==> src/rtl/mem_arbiter.sv <==
// mem_arbiter: arbitrates core (ex_*) and fetch (fe_*) requests onto a single
// shared memory bus with one transaction outstanding at a time.
//   clk, a_rst          : clock, synchronous active-low reset
//   ex_rq*/ex_rq_ack    : core request (read/write, 8/16-bit, tagged rsa/rsb)
//   fe_rq*/fe_rq_ack    : fetch request (16-bit read only)
//   bus_*               : shared bus request / handshake / read return
//   mem_data_*          : core read return, tagged with the captured ex_rq_t
//   fe_data*            : fetch read return
//   err_timeout         : pulse when a transaction is aborted on timeout
module mem_arbiter #(
    parameter int unsigned STARVE_LIMIT = 4,
    parameter int unsigned TIMEOUT      = 64
) (
    input  logic        clk,
    input  logic        a_rst,
    input  logic        ex_rq,
    input  logic        ex_rq_cmd,
    input  logic        ex_rq_width,
    input  logic        ex_rq_t,
    input  logic [15:0] ex_rq_addr,
    input  logic [15:0] ex_rq_data,
    output logic        ex_rq_ack,
    input  logic        fe_rq,
    input  logic [15:0] fe_rq_addr,
    output logic        fe_rq_ack,
    output logic        bus_req,
    output logic        bus_cmd,
    output logic        bus_width,
    output logic [15:0] bus_addr,
    output logic [15:0] bus_wdata,
    input  logic        bus_ack,
    input  logic        bus_rvalid,
    input  logic [15:0] bus_rdata,
    output logic [15:0] mem_data_in,
    output logic        mem_data_wr,
    output logic        mem_data_t_wr,
    output logic [15:0] fe_data,
    output logic        fe_data_wr,
    output logic        err_timeout
);

    localparam int unsigned SW = 4;
    localparam int unsigned TW = 8;
    localparam logic [SW-1:0] STARVE_MAX = SW'(STARVE_LIMIT);
    localparam logic [TW-1:0] TMO_MAX    = TW'(TIMEOUT);
    localparam logic          TMO_EN     = (TIMEOUT != 0);

    typedef enum logic [1:0] {
        IDLE  = 2'd0,
        ISSUE = 2'd1,
        WAIT  = 2'd2
    } state_t;

    state_t        state;
    logic [SW-1:0] starve_cnt;
    logic [TW-1:0] tmo_cnt;
    logic          owner_fe;
    logic          tag;

    logic          fe_forced;
    logic          core_win;
    logic [TW-1:0] tmo_next;
    logic          tmo_hit;

    // Grant decision and timeout detection for the current cycle
    always_comb begin
        fe_forced = fe_rq && (starve_cnt == STARVE_MAX);
        core_win  = ex_rq && !fe_forced;
        tmo_next  = tmo_cnt + TW'(1);
        tmo_hit   = TMO_EN && (tmo_next == TMO_MAX);
    end

    // Arbitration FSM with registered bus and return outputs
    always_ff @(posedge clk) begin
        if (!a_rst) begin
            state         <= IDLE;
            starve_cnt    <= '0;
            tmo_cnt       <= '0;
            owner_fe      <= 1'b0;
            tag           <= 1'b0;
            ex_rq_ack     <= 1'b0;
            fe_rq_ack     <= 1'b0;
            bus_req       <= 1'b0;
            bus_cmd       <= 1'b0;
            bus_width     <= 1'b0;
            bus_addr      <= '0;
            bus_wdata     <= '0;
            mem_data_in   <= '0;
            mem_data_wr   <= 1'b0;
            mem_data_t_wr <= 1'b0;
            fe_data       <= '0;
            fe_data_wr    <= 1'b0;
            err_timeout   <= 1'b0;
        end else begin
            ex_rq_ack     <= 1'b0;
            fe_rq_ack     <= 1'b0;
            mem_data_wr   <= 1'b0;
            mem_data_t_wr <= 1'b0;
            fe_data_wr    <= 1'b0;
            err_timeout   <= 1'b0;
            case (state)
                IDLE: begin
                    if (ex_rq || fe_rq) begin
                        state   <= ISSUE;
                        bus_req <= 1'b1;
                        tmo_cnt <= '0;
                        if (core_win) begin
                            owner_fe  <= 1'b0;
                            tag       <= ex_rq_t;
                            bus_cmd   <= ex_rq_cmd;
                            bus_width <= ex_rq_width;
                            bus_addr  <= ex_rq_addr;
                            bus_wdata <= ex_rq_data;
                            ex_rq_ack <= 1'b1;
                            // Only count wins that made a waiting fetch wait
                            if (fe_rq && (starve_cnt != STARVE_MAX)) begin
                                starve_cnt <= starve_cnt + SW'(1);
                            end
                        end else begin
                            owner_fe   <= 1'b1;
                            tag        <= 1'b0;
                            bus_cmd    <= 1'b0;
                            bus_width  <= 1'b1;
                            bus_addr   <= fe_rq_addr;
                            bus_wdata  <= '0;
                            fe_rq_ack  <= 1'b1;
                            starve_cnt <= '0;
                        end
                    end
                end
                ISSUE: begin
                    // A write completes on bus_ack and beats a same-edge timeout
                    if (bus_ack && bus_cmd) begin
                        state   <= IDLE;
                        bus_req <= 1'b0;
                        tmo_cnt <= '0;
                    end else if (tmo_hit) begin
                        state       <= IDLE;
                        bus_req     <= 1'b0;
                        tmo_cnt     <= '0;
                        err_timeout <= 1'b1;
                    end else begin
                        tmo_cnt <= tmo_next;
                        if (bus_ack) begin
                            state   <= WAIT;
                            bus_req <= 1'b0;
                        end
                    end
                end
                WAIT: begin
                    if (bus_rvalid) begin
                        state   <= IDLE;
                        tmo_cnt <= '0;
                        if (owner_fe) begin
                            fe_data    <= bus_rdata;
                            fe_data_wr <= 1'b1;
                        end else begin
                            mem_data_in   <= bus_rdata;
                            mem_data_wr   <= 1'b1;
                            mem_data_t_wr <= tag;
                        end
                    end else if (tmo_hit) begin
                        state       <= IDLE;
                        tmo_cnt     <= '0;
                        err_timeout <= 1'b1;
                    end else begin
                        tmo_cnt <= tmo_next;
                    end
                end
                default: begin
                    state   <= IDLE;
                    bus_req <= 1'b0;
                end
            endcase
        end
    end

endmodule

==> config.mk <==
export PLATFORM = sky130hd
export DESIGN_NAME = mem_arbiter
export DESIGN_NICKNAME = d
export VERILOG_FILES = /design/src/rtl/mem_arbiter.sv
export SDC_FILE = /design/constraint.sdc
export NUM_CORES = 1
export LEC_CHECK = 0
export ABC_CLOCK_PERIOD_IN_PS = 1980
export CELL_PAD_IN_SITES_DETAIL_PLACEMENT = 1
export CELL_PAD_IN_SITES_GLOBAL_PLACEMENT = 1
export CORE_MARGIN = 2
export CORE_UTILIZATION = 25
export CTS_BUF_LIST = sky130_fd_sc_hd__clkbuf_4
export CTS_CLUSTER_SIZE = 30
export DETAILED_ROUTE_END_ITERATION = 10
export MAX_ROUTING_LAYER = met4
export PLACE_DENSITY_LB_ADDON = 0.1
export REMOVE_ABC_BUFFERS = 1
export SYNTH_ARGS = -nofsm -noshare
export SYNTH_HDL_FRONTEND = slang
export SYNTH_SLANG_ARGS = --single-unit
==> constraint.sdc <==
create_clock -name clk -period 1.98 [get_ports clk]
set_input_delay 0.198 -clock clk [delete_from_list [all_inputs] [get_ports clk]]
set_output_delay 0.198 -clock clk [all_outputs]
set_load 0.005 [all_outputs]
==> impl_summary.log <==
[metrics] Power, Total: 5.071 mW
[metrics] critical path arrival: 2.20 ns
[metrics] minimum clock period after layout: between 1.5 and 2 ns
[metrics] cell family contributing the most delay on the critical path: simple AND/OR/NAND/NOR gates
[metrics] multi-input gate area in the final layout: 1638 µm²
[metrics] Register Area: 1784 µm²
[metrics] areal power density over the cells: 925.8 nW/µm²
[metrics] leak pwr: 2.002 nW
[metrics] synthesized instance count: between 400 and 500
[metrics] count of H-tree levels built during CTS: 3
[metrics] antenna violation net count after detailed routing: 0
[metrics] number of DRC markers in iteration 0: 145
[metrics] Root Driver: sky130_fd_sc_hd__clkbuf_4
[metrics] count of distinct cell types in the synthesized netlist: 48
[metrics] count of final max-slew check failures: 0
[metrics] Pre-antenna DRT Iters: 4
[metrics] number of flops mapped to enable cells by yosys: 0
[metrics] buffers and inverters on the worst path: 2
[metrics] post-layout net count: 644
[metrics] GPL Wtd Cong: around 0.75
[metrics] fmax: about 540 MHz
[metrics] final instance count without filler cells: around 750
[metrics] worst-skew pair later-pin latency: 0.45 ns
[metrics] Tot GR Track Use: 0.1541
[metrics] Critical Path Fanout Max: 6
[metrics] via total after detailed routing: 3,495
[metrics] HPWL after DPL: roughly 8100 µm
[metrics] Setup crit end kind: register
[metrics] fraction of synthesis flops using an asynchronous set or reset pin: 0
[metrics] area delta synth->final: 54.32%
[metrics] Tightest Pin Transition: 0.4641 ns
[metrics] crit path launch type: register
[metrics] reported max-cap violation count: 0
[metrics] initial antenna violation count: 1
[metrics] normalized max-slew margin: 0.6884
[metrics] RSZ-0062 raised after global routing: false
[metrics] total length of routed wires: 11,250 µm
[metrics] layout cell share with drive strength beyond 1: 0.09298
[metrics] maximum clock skew at final layout: 0.01633 ns
[metrics] crit path max-delay cell type: sky130_fd_sc_hd__or3_1
[metrics] cell taking the most area after synthesis: sky130_fd_sc_hd__dfxtp_1
[metrics] Post-Syn Area: 3550 µm²
[metrics] I/O Pins: 146
[metrics] total congestion overflow: 0
[metrics] outcome: finished, final reports clean
[metrics] worst setup slack after placement: 0.1183 ns
[metrics] peak supply drop: about 0.00035 V
[metrics] worst hold slack after final layout: a little over 0.3 ns
[metrics] post-DR vias/cell: 4.654
[metrics] core box area: 13,880 µm²
[metrics] Ys Warns: 0
[metrics] most instantiated flip-flop cell in the synthesis netlist: sky130_fd_sc_hd__dfxtp_1
[metrics] total of buffers placed on input and output ports: between 100 and 150
[metrics] number of failing hold endpoints at the final stage: 0
[metrics] most frequent cell after synthesis: sky130_fd_sc_hd__nand2_1
[metrics] deepest clock path buffer count: 2
[metrics] initial cell density of the core: 0.2557
[metrics] die area: 15,170 µm²
[metrics] largest net degree at the start of global routing: 64
[metrics] DP Cell Count: 734
[metrics] clock sink total: about 90
[metrics] number of hold buffers added after cts: 0
[metrics] CP Cell Sequence: inv_1 > ha_1 > nor3b_1 > buf_4 > or3_1 > a221oi_1
[metrics] Die Span X: 123.2 µm
[metrics] clock-pin slew on the worst setup and hold paths: 0.15 ns
[metrics] critical path start-end classification: reg -> reg
[metrics] fillers: 1,665
[metrics] DRC Markers: 0
[metrics] worst-case setup margin in the final layout: 0.1349 ns
[metrics] crit-path max cell delay: between 0.4 and 0.5 ns
[metrics] chip height: 123.2 µm
[metrics] number of rows created at floorplan: 43
[metrics] total of flip-flops plus latches after synthesis: 89
[metrics] most frequent cells after synthesis: 90 x sky130_fd_sc_hd__nand2_1, 89 x sky130_fd_sc_hd__dfxtp_1, 44 x sky130_fd_sc_hd__a21oi_1
[metrics] fraction of synthesized cell area taken by the top area cell type: 0.5019
[metrics] class of the most critical hold timing path: in -> reg
[metrics] data required time at the worst endpoint: 2.34 ns
[metrics] beginning of the critical path: state[0]
[metrics] Setup Viol. Count Final: 0
[metrics] synth top area cells: sky130_fd_sc_hd__dfxtp_1 50%, sky130_fd_sc_hd__nand2_1 9.5%, sky130_fd_sc_hd__a21oi_1 6.2%, sky130_fd_sc_hd__a22o_1 4.4%, sky130_fd_sc_hd__a311oi_1 3.9%
[metrics] post-route clock period utilization: 0.9319
[metrics] TritonCTS Buffers: 9
[metrics] sequential-to-total area share from yosys stat: 0.5019
[metrics] post-synthesis average cell area: approximately 8.6 µm²
[metrics] CTS tree: yes
[metrics] final sum of negative setup slack: 0 ns
[metrics] critical hold path startpoint: bus_rdata[13]
[metrics] wire length of the first global-routing pass: 17,710 µm
[metrics] reg-to-reg startpoint: state[0]
[metrics] number of global-route vias before repair: between 3k and 4k
[metrics] average detailed-routed wire length per instance: 14.98 µm
[cell families (layout without fill, tap and decap cells)]
kind of cell	Yosys count	after routing	synth area share
AO/OA/AOI/OAI	104	104	0.2062
XOR/XNOR	2	2	0.004936
adder cells (fa/ha/maj)	6	6	0.02115
buffers and inverters	33	192	0.03666
flip-flops	89	89	0.5019
multiplexers	2	2	0.005640
other	0	1	0
AND/OR/NAND/NOR	175	175	0.2235
[metal layers]
metal,global-route usage,wire length [µm],part of all wire
met2,0.2335,5128,0.46
met3,0.04244,669,0.059
met5,-,0,0
met1,0.1985,5314,0.47
met4,0.05114,136,0.012
[state kept, by name, indices dropped and copies added (netlist names)]
name and flops:
err_timeout 1, bus_wdata 16, mem_data_wr 1, fe_rq_ack 1
state 2, fe_data 16, mem_data_t_wr 1, fe_data_wr 1
owner_fe 1, tmo_cnt 8, bus_req 1, tag 1
bus_cmd 1, bus_width 1, starve_cnt 4, bus_addr 16
ex_rq_ack 1, mem_data_in 16
[worst min-delay path, stage by stage]
cell	delay, ns
sky130_fd_sc_hd__clkdlybuf4s50_1	0.42
sky130_fd_sc_hd__nand2_1	0.06
sky130_fd_sc_hd__a21oi_1	0.05
[where the power goes]
| part | switching, mW | total (mW) | internal [mW] |
|---|---|---|---|
| combinational | 0.847 | 1.81 | 0.967 |
| sequential | 0.148 | 2.20 | 2.05 |
| clock | 0.669 | 1.06 | 0.387 |
| total | 1.66 | 5.07 | 3.41 |
[cell type report]
type | count | area share
flip-flops and latches | 89 | 0.3257
clock buffers | 9 | 0.01233
inverters | 8 | 0.005482
multi-input cells | 289 | 0.2990
repair buffers | 168 | 0.3033
diodes | 1 | 0.0004568
well taps | 180 | 0.04111
clock inverters | 7 | 0.01256
[what timing repair did]
action	CTS	global route
endpoints found under the setup margin	0	4
gates resized for setup	0	2
hold endpoints to repair	0	0
setup buffers	0	0
[path summary, 6_finish.rpt]
check        slack, ns          end  cells after the start
min               0.30  fe_data[13]                      3
min reg2reg       0.46   fe_data[1]                      2
max               0.13     state[1]                      6
max reg2reg       0.13     state[1]                      6
[cells in the final DEF, fill, tap and decap left out, types with 4 or more instances in the layout]
master,synthesis,layout
sky130_fd_sc_hd__a21oi_1,44,44
sky130_fd_sc_hd__a22o_1,18,18
sky130_fd_sc_hd__a311oi_1,16,16
sky130_fd_sc_hd__and3_1,4,4
sky130_fd_sc_hd__buf_4,0,20
sky130_fd_sc_hd__clkbuf_4,0,9
sky130_fd_sc_hd__clkdlybuf4s50_1,0,145
sky130_fd_sc_hd__dfxtp_1,89,87
sky130_fd_sc_hd__ha_1,6,6
sky130_fd_sc_hd__inv_1,7,7
sky130_fd_sc_hd__nand2_1,90,90
sky130_fd_sc_hd__nand3_1,24,24
sky130_fd_sc_hd__nor2_1,30,30
sky130_fd_sc_hd__o21ai_1,5,5
sky130_fd_sc_hd__or3_1,5,5
[metrics by stage]
| stage | cell area (µm²) | utilization |
|---|---|---|
| after detailed placement | 5336 | 0.3844 |
| final | 5478 | 0.3946 |
| after global placement | 5336 | 0.3844 |
| after global routing | 5478 | 0.3946 |
| after floorplan | 3450 | - |
| after CTS | 5473 | 0.3943 |
(Power assumes the default switching activity.)
